## src/rtl/primus_alu_arbiter.sv

```systemverilog
// Round-robin arbiter sharing one pipelined ALU between N_REQ requesters.
// A tag pipeline tracks the owner of each in-flight operation so results can be routed back.
module primus_alu_arbiter #(
  parameter int N_REQ   = 2,
  parameter int DATA_W  = 16,
  parameter int OP_W    = 4,
  parameter int LATENCY = 3
) (
  input  logic                     clk_i,
  input  logic                     rst_i,
  input  logic [N_REQ-1:0]         req_valid_i,
  output logic [N_REQ-1:0]         req_ready_o,
  input  logic [N_REQ*OP_W-1:0]    req_op_i,
  input  logic [N_REQ*DATA_W-1:0]  req_a_i,
  input  logic [N_REQ*DATA_W-1:0]  req_b_i,
  output logic                     alu_valid_o,
  output logic [OP_W-1:0]          alu_op_o,
  output logic [DATA_W-1:0]        alu_a_o,
  output logic [DATA_W-1:0]        alu_b_o,
  input  logic                     alu_done_i,
  input  logic [DATA_W-1:0]        alu_result_i,
  output logic [N_REQ-1:0]         rsp_valid_o,
  output logic [DATA_W-1:0]        rsp_data_o,
  input  logic                     flush_i,
  output logic                     busy_o,
  output logic                     err_o
);

  localparam int ID_W = $clog2(N_REQ);
  localparam logic [ID_W-1:0] LAST_ID = ID_W'(N_REQ - 1);

  logic [ID_W-1:0] ptr_q;
  logic [ID_W-1:0] gnt_idx;
  logic [ID_W:0]   cand;
  logic            gnt_found;
  logic            hs;

  logic                          iss_vld_p0;
  logic [ID_W-1:0]               iss_id_p0;
  logic [LATENCY-1:0]            tag_vld_p1;
  logic [LATENCY-1:0]            tag_kill_p1;
  logic [LATENCY-1:0][ID_W-1:0]  tag_id_p1;

  logic            out_vld;
  logic            out_kill;
  logic [ID_W-1:0] out_id;

  // Arbitration: scan from ptr_q upward with wrap, first valid requester wins
  always_comb begin
    gnt_found = 1'b0;
    gnt_idx   = '0;
    cand      = '0;
    for (int k = 0; k < N_REQ; k++) begin
      cand = {1'b0, ptr_q} + (ID_W+1)'(k);
      if (cand >= (ID_W+1)'(N_REQ)) cand = cand - (ID_W+1)'(N_REQ);
      if (!gnt_found && req_valid_i[cand[ID_W-1:0]]) begin
        gnt_found = 1'b1;
        gnt_idx   = cand[ID_W-1:0];
      end
    end
  end

  // Reset gates the grant so every output reads zero while rst_i is high
  assign hs = gnt_found & ~flush_i & ~rst_i;

  always_comb begin
    req_ready_o = '0;
    if (hs) req_ready_o[gnt_idx] = 1'b1;
  end

  // Issue stage (p0) and tag pipeline (p1); tag stage LATENCY-1 lines up with alu_done_i
  always_ff @(posedge clk_i or posedge rst_i) begin
    if (rst_i) begin
      ptr_q       <= '0;
      iss_vld_p0  <= 1'b0;
      iss_id_p0   <= '0;
      alu_op_o    <= '0;
      alu_a_o     <= '0;
      alu_b_o     <= '0;
      tag_vld_p1  <= '0;
      tag_kill_p1 <= '0;
      tag_id_p1   <= '0;
    end else begin
      if (hs) begin
        ptr_q     <= (gnt_idx == LAST_ID) ? '0 : gnt_idx + ID_W'(1);
        iss_id_p0 <= gnt_idx;
        alu_op_o  <= req_op_i[gnt_idx*OP_W +: OP_W];
        alu_a_o   <= req_a_i[gnt_idx*DATA_W +: DATA_W];
        alu_b_o   <= req_b_i[gnt_idx*DATA_W +: DATA_W];
      end
      iss_vld_p0     <= hs;
      tag_vld_p1[0]  <= iss_vld_p0;
      tag_kill_p1[0] <= flush_i;
      tag_id_p1[0]   <= iss_id_p0;
      for (int i = 1; i < LATENCY; i++) begin
        tag_vld_p1[i]  <= tag_vld_p1[i-1];
        tag_kill_p1[i] <= tag_kill_p1[i-1] | flush_i;
        tag_id_p1[i]   <= tag_id_p1[i-1];
      end
    end
  end

  assign alu_valid_o = iss_vld_p0;
  assign out_vld     = tag_vld_p1[LATENCY-1];
  assign out_kill    = tag_kill_p1[LATENCY-1] | flush_i;
  assign out_id      = tag_id_p1[LATENCY-1];
  assign busy_o      = iss_vld_p0 | (|tag_vld_p1);

  // Response stage (p2): route result to its owner, flag done/tag disagreement
  always_ff @(posedge clk_i or posedge rst_i) begin
    if (rst_i) begin
      rsp_valid_o <= '0;
      rsp_data_o  <= '0;
      err_o       <= 1'b0;
    end else begin
      rsp_valid_o <= '0;
      if (alu_done_i && out_vld && !out_kill) begin
        rsp_valid_o[out_id] <= 1'b1;
        rsp_data_o          <= alu_result_i;
      end
      err_o <= err_o | (alu_done_i & ~out_vld) | (~alu_done_i & out_vld & ~out_kill);
    end
  end

endmodule

```

## config.mk

```make
export PLATFORM = sky130hd
export DESIGN_NAME = primus_alu_arbiter
export DESIGN_NICKNAME = d
export VERILOG_FILES = /design/src/rtl/primus_alu_arbiter.sv
export SDC_FILE = /design/constraint.sdc
export NUM_CORES = 1
export LEC_CHECK = 0
export ABC_AREA = 1
export ABC_CLOCK_PERIOD_IN_PS = 4400
export CAP_MARGIN = 20
export CORE_UTILIZATION = 35
export CTS_CLUSTER_SIZE = 14
export DETAILED_ROUTE_END_ITERATION = 12
export PLACE_DENSITY = 0.76
export SETUP_SLACK_MARGIN = 0.02
export SLEW_MARGIN = 0
export SYNTH_ARGS = -nofsm -noshare
export SYNTH_HDL_FRONTEND = slang
export SYNTH_SLANG_ARGS = --single-unit
```

## constraint.sdc

```tcl
create_clock -name clk_i -period 4.4 [get_ports clk_i]
set_clock_uncertainty 0.05 [all_clocks]
set_input_delay 1.1 -clock clk_i [delete_from_list [all_inputs] [get_ports clk_i]]
set_output_delay 1.1 -clock clk_i [all_outputs]
set_load 0.05 [all_outputs]
```

* Yosys cells after proc, flatten, opt, wreduce, memory -nomap -nowiden
Cells that the tools add are included.
** Storage, ports and cells
- Register bits :: 67
- Latch bits :: 0
- RAM bits :: 0
- Memory bits (read-only) :: 0
- Input port bits :: 94
- Output and inout bits :: 59
- Word-level logic and storage cells :: 70
- Memories :: 0
** Operators by class
- $add $sub $neg :: 4
- Multipliers :: 0
- Divide/modulo/power cells :: 0
- $lt $le $gt $ge :: 8
- Equal/unequal tests :: 0
- Shift-type cells :: 3
- Muxes and demuxes :: 17
- Bitwise logic cells :: 16
- Reductions and logical operators :: 8
** Operator list (count)
- $shiftx 32x6->16 :: 2
- $mux 1 :: 13
- $lt 1x2->1 const B :: 4
- $shiftx 8x4->4 :: 1
- $or 1x1->1 :: 6
- $and 1x1->1 :: 5
- $logic_and 1x1->1 :: 5
- $not 1->1 :: 5
- $mux 2 :: 2
- $reduce_or 3->1 :: 1
- $add 1x1->2 const B :: 1
- $demux 1 s1 :: 2
- $ge 1x1->1 const B :: 2
- $ge 1x2->1 const B :: 1
- $ge 2x2->1 const B :: 1
- $logic_not 1->1 :: 2
- $sub 1x1->1 const B :: 2
- $add 1x1->1 const B :: 1

* Logic depth before layout (Yosys ltp)
Gate-level depths: netlist of the first run.
- Depth in word-level cells :: 13
- Depth in mapped cells :: 7
- Gate-level depth less buffers :: 5

* Least setup slack after synthesis of the first run
No wires, ideal clock.
- Kind :: input to output
- Start :: in rst_i
- End :: out req_ready_o[0]
- Arrival :: 3.420 ns
- Slack :: -0.170 ns
- Cell stages on the path :: 6
- Path buffers :: 1
- Cell sequence :: inv_1 -> nand2_1 -> nor2_1 -> buf_4 -> nand2_1 -> inv_1
** Between the ends
- Cells in the longest elaborated chain, start to end :: 3
** RTL lines
- start, declared :: RTL line 10 : input logic rst_i,
- $not 1->1 :: RTL line 64 : assign hs = gnt_found & ~flush_i & ~rst_i;
- $and 1x1->1 :: RTL line 64
- $mux 2 :: RTL line 68 : if (hs) req_ready_o[gnt_idx] = 1'b1;
- end, declared :: RTL line 12 : output logic [N_REQ-1:0] req_ready_o,
Every way passes these cells.

* Worst setup path in the final report of the first run
- Start :: in req_valid_i[1]
- End :: out req_ready_o[1]
** Between the ends
- Cells in the longest elaborated chain, start to end :: 11
- Elaborated cells between the ends (all ways) :: 18
** RTL lines
- start, declared :: RTL line 11 : input logic [N_REQ-1:0] req_valid_i,
- $mux 1 (implied by the code) (2 in a row) :: RTL line 56 : if (!gnt_found && req_valid_i[cand[ID_W-1:0]]) begin
- $mux 1 :: RTL line 56
- $logic_not 1->1 :: RTL line 56
- $logic_and 1x1->1 :: RTL line 56
- $mux 1 :: RTL line 56
- $lt 1x2->1 (implied by the code) / $ge 1x1->1 (equally long branches) :: RTL line 68
- $logic_and 1x1->1 (implied by the code) :: RTL line 68
- $mux 1 (implied by the code) :: RTL line 68
- $demux 1 s1 :: RTL line 68
- $mux 2 * :: RTL line 68
Every way passes the cells marked *; elsewhere a longest branch is shown, timed or not. The select of a mux whose other input is x is not followed.

==> results.ini, run 1 <==
[status]
status = complete, no violations

[finish]
final_common_cell = clkdlybuf4s50_1
final_cells = 567
seqCellArea_um2 = 1680
nets = 555
layout_common_cells = clkdlybuf4s50_1 (150), nand3_1 (74), dfrtp_1 (67)
multiInputGateArea_um2 = 982
fill_cells = 686
area_growth_pct = 62.0
n_antenna_cell = 0
finish.utilization_pct = 59.4
drive_gt1_share_pct = 6.45

[power]
power_frac_comb_pct = 35.6
power.density_nw_per_um2 = 418
switching_power_uw = 699
irDropWorstVdd_mv = 0.175
power.total_uw = 1950
power_leakage_uw = 0.00206
swShare_pct = 35.9
power_frac_seq_pct = 38.4
power.internal_uw = 1250
clockPowerShare_pct = 25.9

[yosys]
syn_inst = 315
avgSynthCellArea_um2 = 9.14
synthDistinctLibCells = 16
syn_area_um2 = 2880
ys_seq_area_share_pct = 58.2
synth_nets = 409
synth_seq_cells = 67
yosys_warnings = 0

[global_route]
grt_pass1_vias = 2897
antenna_found_initial = 0
grt_first_pass_wirelength_um = 13800
grt_max_degree = 68
grt_overflow = 0
grtUsageTotal_pct = 20.5

[clocking]
post_cts_buffers = 0
clkTransAtPathRegs_ns = 0.06
clk_path_buf_depth = 2
cts_buffers = 9
cts_root_buffer = clkbuf_8
post_cts_resize_count = 0
h-tree-depth = 3
cts_hold_buf = 0
tritoncts = built
clock-sinks = 67
clk_latency_ns = 0.32

[sta]
relSlewSlack_pct = 44.5
finalCriticalPeriod_ns = 3.75
worst_slew_pin_slew_ns = 0.833
fin_crit_sh_pct = 85.2
final-setup-viol-count = 0
rsz0062_at_grt = false
final-max-slew-violation-count = 0
timing.fmax_ghz = 0.267
timing.setup.tns_ns = 0
hold_viol = 0

[drt]
wl_um = 8420
wl_per_cell_um = 14.9
first_iter_violations = 109
viasPerCell = 4.96
vias = 2815
dr.pass1.iters = 4
remaining_drc_errors = 0
antenna_left = 0

[job]
drv_cap = 0

[place]
place_inst = 551
dp_hpwl_um = 5850
gp_congestion = 0.782
portBuffers = 152

[setup_path]
arrival_ns = 2.60
cp_slowest_stage_delay_ns = 0.70
r2r-end = alu_op_o[0]$_DFFE_PP0P_
start_kind = input pin
cp_max_fo = 12
crit_required_ns = 3.25
crit_slowest_cell = clkdlybuf4s50_1
reg2reg_slack_ns = 2.85
critPathKind = in -> out
path_cells = clkdlybuf4s50_1 > nand2_1 > nor2_1 > buf_12
r2r_start = ptr_q$_DFFE_PP0P_
critPathBufInv = 2
rr_worst_depth = 6
crit_family = buffers and inverters
cp-end-kind = output pin

[die]
dieArea_um2 = 8590
die_w_um = 92.7
ios = 153
initial_core_util_pct = 36.7
row_count = 32
dieHeight_um = 92.7
core-area_um2 = 7850

[worst_hold_path]
hp-start = tag_id_p1[1]$_DFF_PP0_
hold_end = out_id$_DFF_PP0_
worstHoldPathCells = 0
worstHoldPathType = reg -> reg

[worst register-to-register path: cells and delay by family, from the launching register on]
family        cells  cell delay, ns
buf+inv           2            0.48
simple gates      4            0.59
flops             1            0.36
[power by group through the flow]
stage | registers [uW] | logic (uW) | clock network [uW]
after floorplan | 1030 | 141 | 0
final | 749 | 694 | 505
after detailed placement | 758 | 698 | 0
after CTS | 749 | 700 | 521
after global routing | 758 | 734 | 552
after global placement | 757 | 690 | 0
[cells in the mapped netlist]
library cell | instances | area, um^2
nand2_1 | 58 | 218
inv_1 | 22 | 82.6
buf_6 | 2 | 22.5
nand2_2 | 1 | 6.26
nor2_4 | 1 | 11.3
nor2_1 | 10 | 37.5
clkbuf_1 | 6 | 22.5
buf_1 | 1 | 3.75
dfrtp_1 | 67 | 1680
o21ai_0 | 17 | 85.1
buf_4 | 6 | 45.0
nand3_1 | 74 | 370
or2_2 | 2 | 12.5
nand4_1 | 36 | 225
o21ai_1 | 2 | 10.0
buf_2 | 10 | 50.1
[cell type report]
cell class	count	area share, %
clock buffers	13	3.41
flip-flops and latches	67	36.0
clock inverters	2	0.751
repair buffers	160	34.2
well taps	102	2.74
multi-input cells	201	21.1
inverters	22	1.85
[flip-flops by register name, indices dropped and copies added (netlist names), 2 cells and up]
name,count
rsp_valid_o,2
tag_vld_p1,3
rsp_data_o,16
alu_a_o,16
tag_id_p1,2
alu_op_o,4
alu_b_o,16
tag_kill_p1,3
[how the worst max path moves through the flow]
stage | slack, ns | to | cells after the start | from
finish | 0.65 | req_ready_o[1] | 4 | req_valid_i[1]
global route | 0.56 | req_ready_o[1] | 4 | req_valid_i[1]
CTS | 0.65 | req_ready_o[1] | 4 | req_valid_i[1]
detailed placement | 0.66 | req_ready_o[1] | 4 | req_valid_i[1]
global placement | 0.72 | req_ready_o[1] | 4 | req_valid_i[1]
floorplan | 0.45 | req_ready_o[0] | 6 | rst_i
[stage by stage]
step	instance area (um^2)	setup WS (ns)	hold slack, ns
after CTS	4650	0.654	0.300
after global routing	4660	0.558	0.303
final	4660	0.649	0.299
after global placement	4450	0.716	0.282
after floorplan	2880	0.450	0.281
after detailed placement	4450	0.662	0.286
[metal layers]
layer / vias to the layer above / part of all wire [%] / global-route usage [%]
met5: - / 0 / 0
met4: 0 / 0.88 / 6.03
met3: 8 / 7.2 / 4.84
met2: 125 / 50 / 34.4
met1: 1316 / 42 / 26.3
li1: 1366 / - / -
[kinds of logic after synthesis]
family                 after synthesis  share of synthesized area [%]
AND/OR/NAND/NOR                    182                           30.6
AO/OA/AOI/OAI                       19                           3.30
buffers and inverters               47                           7.87
flip-flops                          67                           58.2
(Power assumes the default switching activity.)
==> inputs of run 2 (changes only) <==
- CORE_MARGIN: not set -> 2
- PLACE_DENSITY: 0.76 -> 0.77
==> results.ini, run 2 (synthesis gave the netlist of run 1 again) <==
[die]
initial_core_util_pct = 35.6
core-area_um2 = 8090
dieArea_um2 = 8970
row_count = 33
ios = 153
die_w_um = 94.7
dieHeight_um = 94.7

[global_route]
grtUsageTotal_pct = 18.8
grt_max_degree = 68
antenna_found_initial = 0
grt_pass1_vias = 2796
grt_first_pass_wirelength_um = 13100
grt_overflow = 0

[sta]
fin_crit_sh_pct = 85.9
timing.fmax_ghz = 0.265
final-setup-viol-count = 0
final-max-slew-violation-count = 0
finalCriticalPeriod_ns = 3.78
rsz0062_at_grt = false
hold_viol = 0
worst_slew_pin_slew_ns = 0.834
timing.setup.tns_ns = 0
relSlewSlack_pct = 44.4

[finish]
seqCellArea_um2 = 1680
nets = 555
top_regs = alu_a_o (16), alu_b_o (16), rsp_data_o (16)
layout_common_cells = clkdlybuf4s50_1 (150), nand3_1 (74), dfrtp_1 (67)
n_antenna_cell = 0
drive_gt1_share_pct = 6.87
multiInputGateArea_um2 = 982
fill_cells = 700
final_common_cell = clkdlybuf4s50_1
area_growth_pct = 63.3

[place]
portBuffers = 152
dp_hpwl_um = 5820
gp_congestion = 0.737

[drt]
wl_per_cell_um = 14.5
first_iter_violations = 157
dr.pass1.iters = 5
remaining_drc_errors = 0
vias = 2854
viasPerCell = 5.00
antenna_left = 0
wl_um = 8280

[clocking]
post_cts_buffers = 0
clk_path_buf_depth = 2
clock-sinks = 67
tritoncts = built
post_cts_resize_count = 0
cts_hold_buf = 0
cts_root_buffer = clkbuf_8
cts_buffers = 9
clkTransAtPathRegs_ns = 0.07
h-tree-depth = 3
clk_latency_ns = 0.33

[worst_hold_path]
worstHoldPathType = reg -> reg

[power]
power.total_uw = 2020
irDropWorstVdd_mv = 0.185
power_leakage_uw = 0.00208
power.density_nw_per_um2 = 429

[setup_path]
crit_required_ns = 3.25
arrival_ns = 2.63
cp_max_fo = 13
critPathKind = in -> out
cp-end-kind = output pin
reg2reg_slack_ns = 2.86
start_kind = input pin

[job]
drv_cap = 0

[status]
status = complete, no violations

run 2: cell count changes in the layout (fill, tap and decap cells not counted):
cell and change:
bufinv_16 +1, clkbuf_1 -1, clkinvlp_4 +1
run 2: path summary, 6_finish.rpt:
| kind | from | to | cells past startpoint |
|---|---|---|---|
| setup / recovery | req_valid_i[1] | req_ready_o[1] | 4 |
| hold / removal | tag_id_p1[0]$_DFF_PP0_ | tag_id_p1[1]$_DFF_PP0_ | 0 |
| setup reg to reg | ptr_q$_DFFE_PP0P_ | alu_a_o[15]$_DFFE_PP0P_ | 6 |
| hold reg to reg | tag_id_p1[0]$_DFF_PP0_ | tag_id_p1[1]$_DFF_PP0_ | 0 |
| max in group asynchronous | rst_i | alu_valid_o$_DFF_PP0_ | 3 |
| min in group asynchronous | rst_i | tag_kill_p1[0]$_DFF_PP0_ | 3 |
run 2: stage by stage:
stage	instance area [um^2]	hold slack (ns)	cells	util [%]	setup WS, ns
after floorplan	2880	0.281	315	-	0.450
after global placement	4460	0.283	554	55.1	0.665
after detailed placement	4460	0.286	554	55.1	0.654
after CTS	4690	0.302	570	57.9	0.637
after global routing	4700	0.303	571	58.1	0.521
final	4700	0.296	571	58.1	0.620
run 2: area by class of cell:
cell class	count	share of cell area, %
clock buffer	12	3.30
clock inverter	4	1.54
inverter	22	1.84
multi-input combinational	201	20.9
sequential	67	35.7
tap	105	2.79
timing repair buffer	160	34.0
run 2: metal layers:
metal  GRT usage [%]  routed length, um  share of wire [%]
met3            5.43                623                7.5
met2            31.4               4160                 50
met1            23.5               3410                 41
met5               0                  0                  0
met4            5.80                 87                1.1
run 2: critical path, stage by stage:
cell and delay (ns):
clkdlybuf4s50_1 0.73, nand2_1 0.35, nor2_1 0.28, buf_12 0.17
run 2: power breakdown:
group / switching, uW / total, uW / internal [uW]
Clock: 225 / 574 / 350
Combinational: 438 / 694 / 257
Sequential: 46.5 / 749 / 702
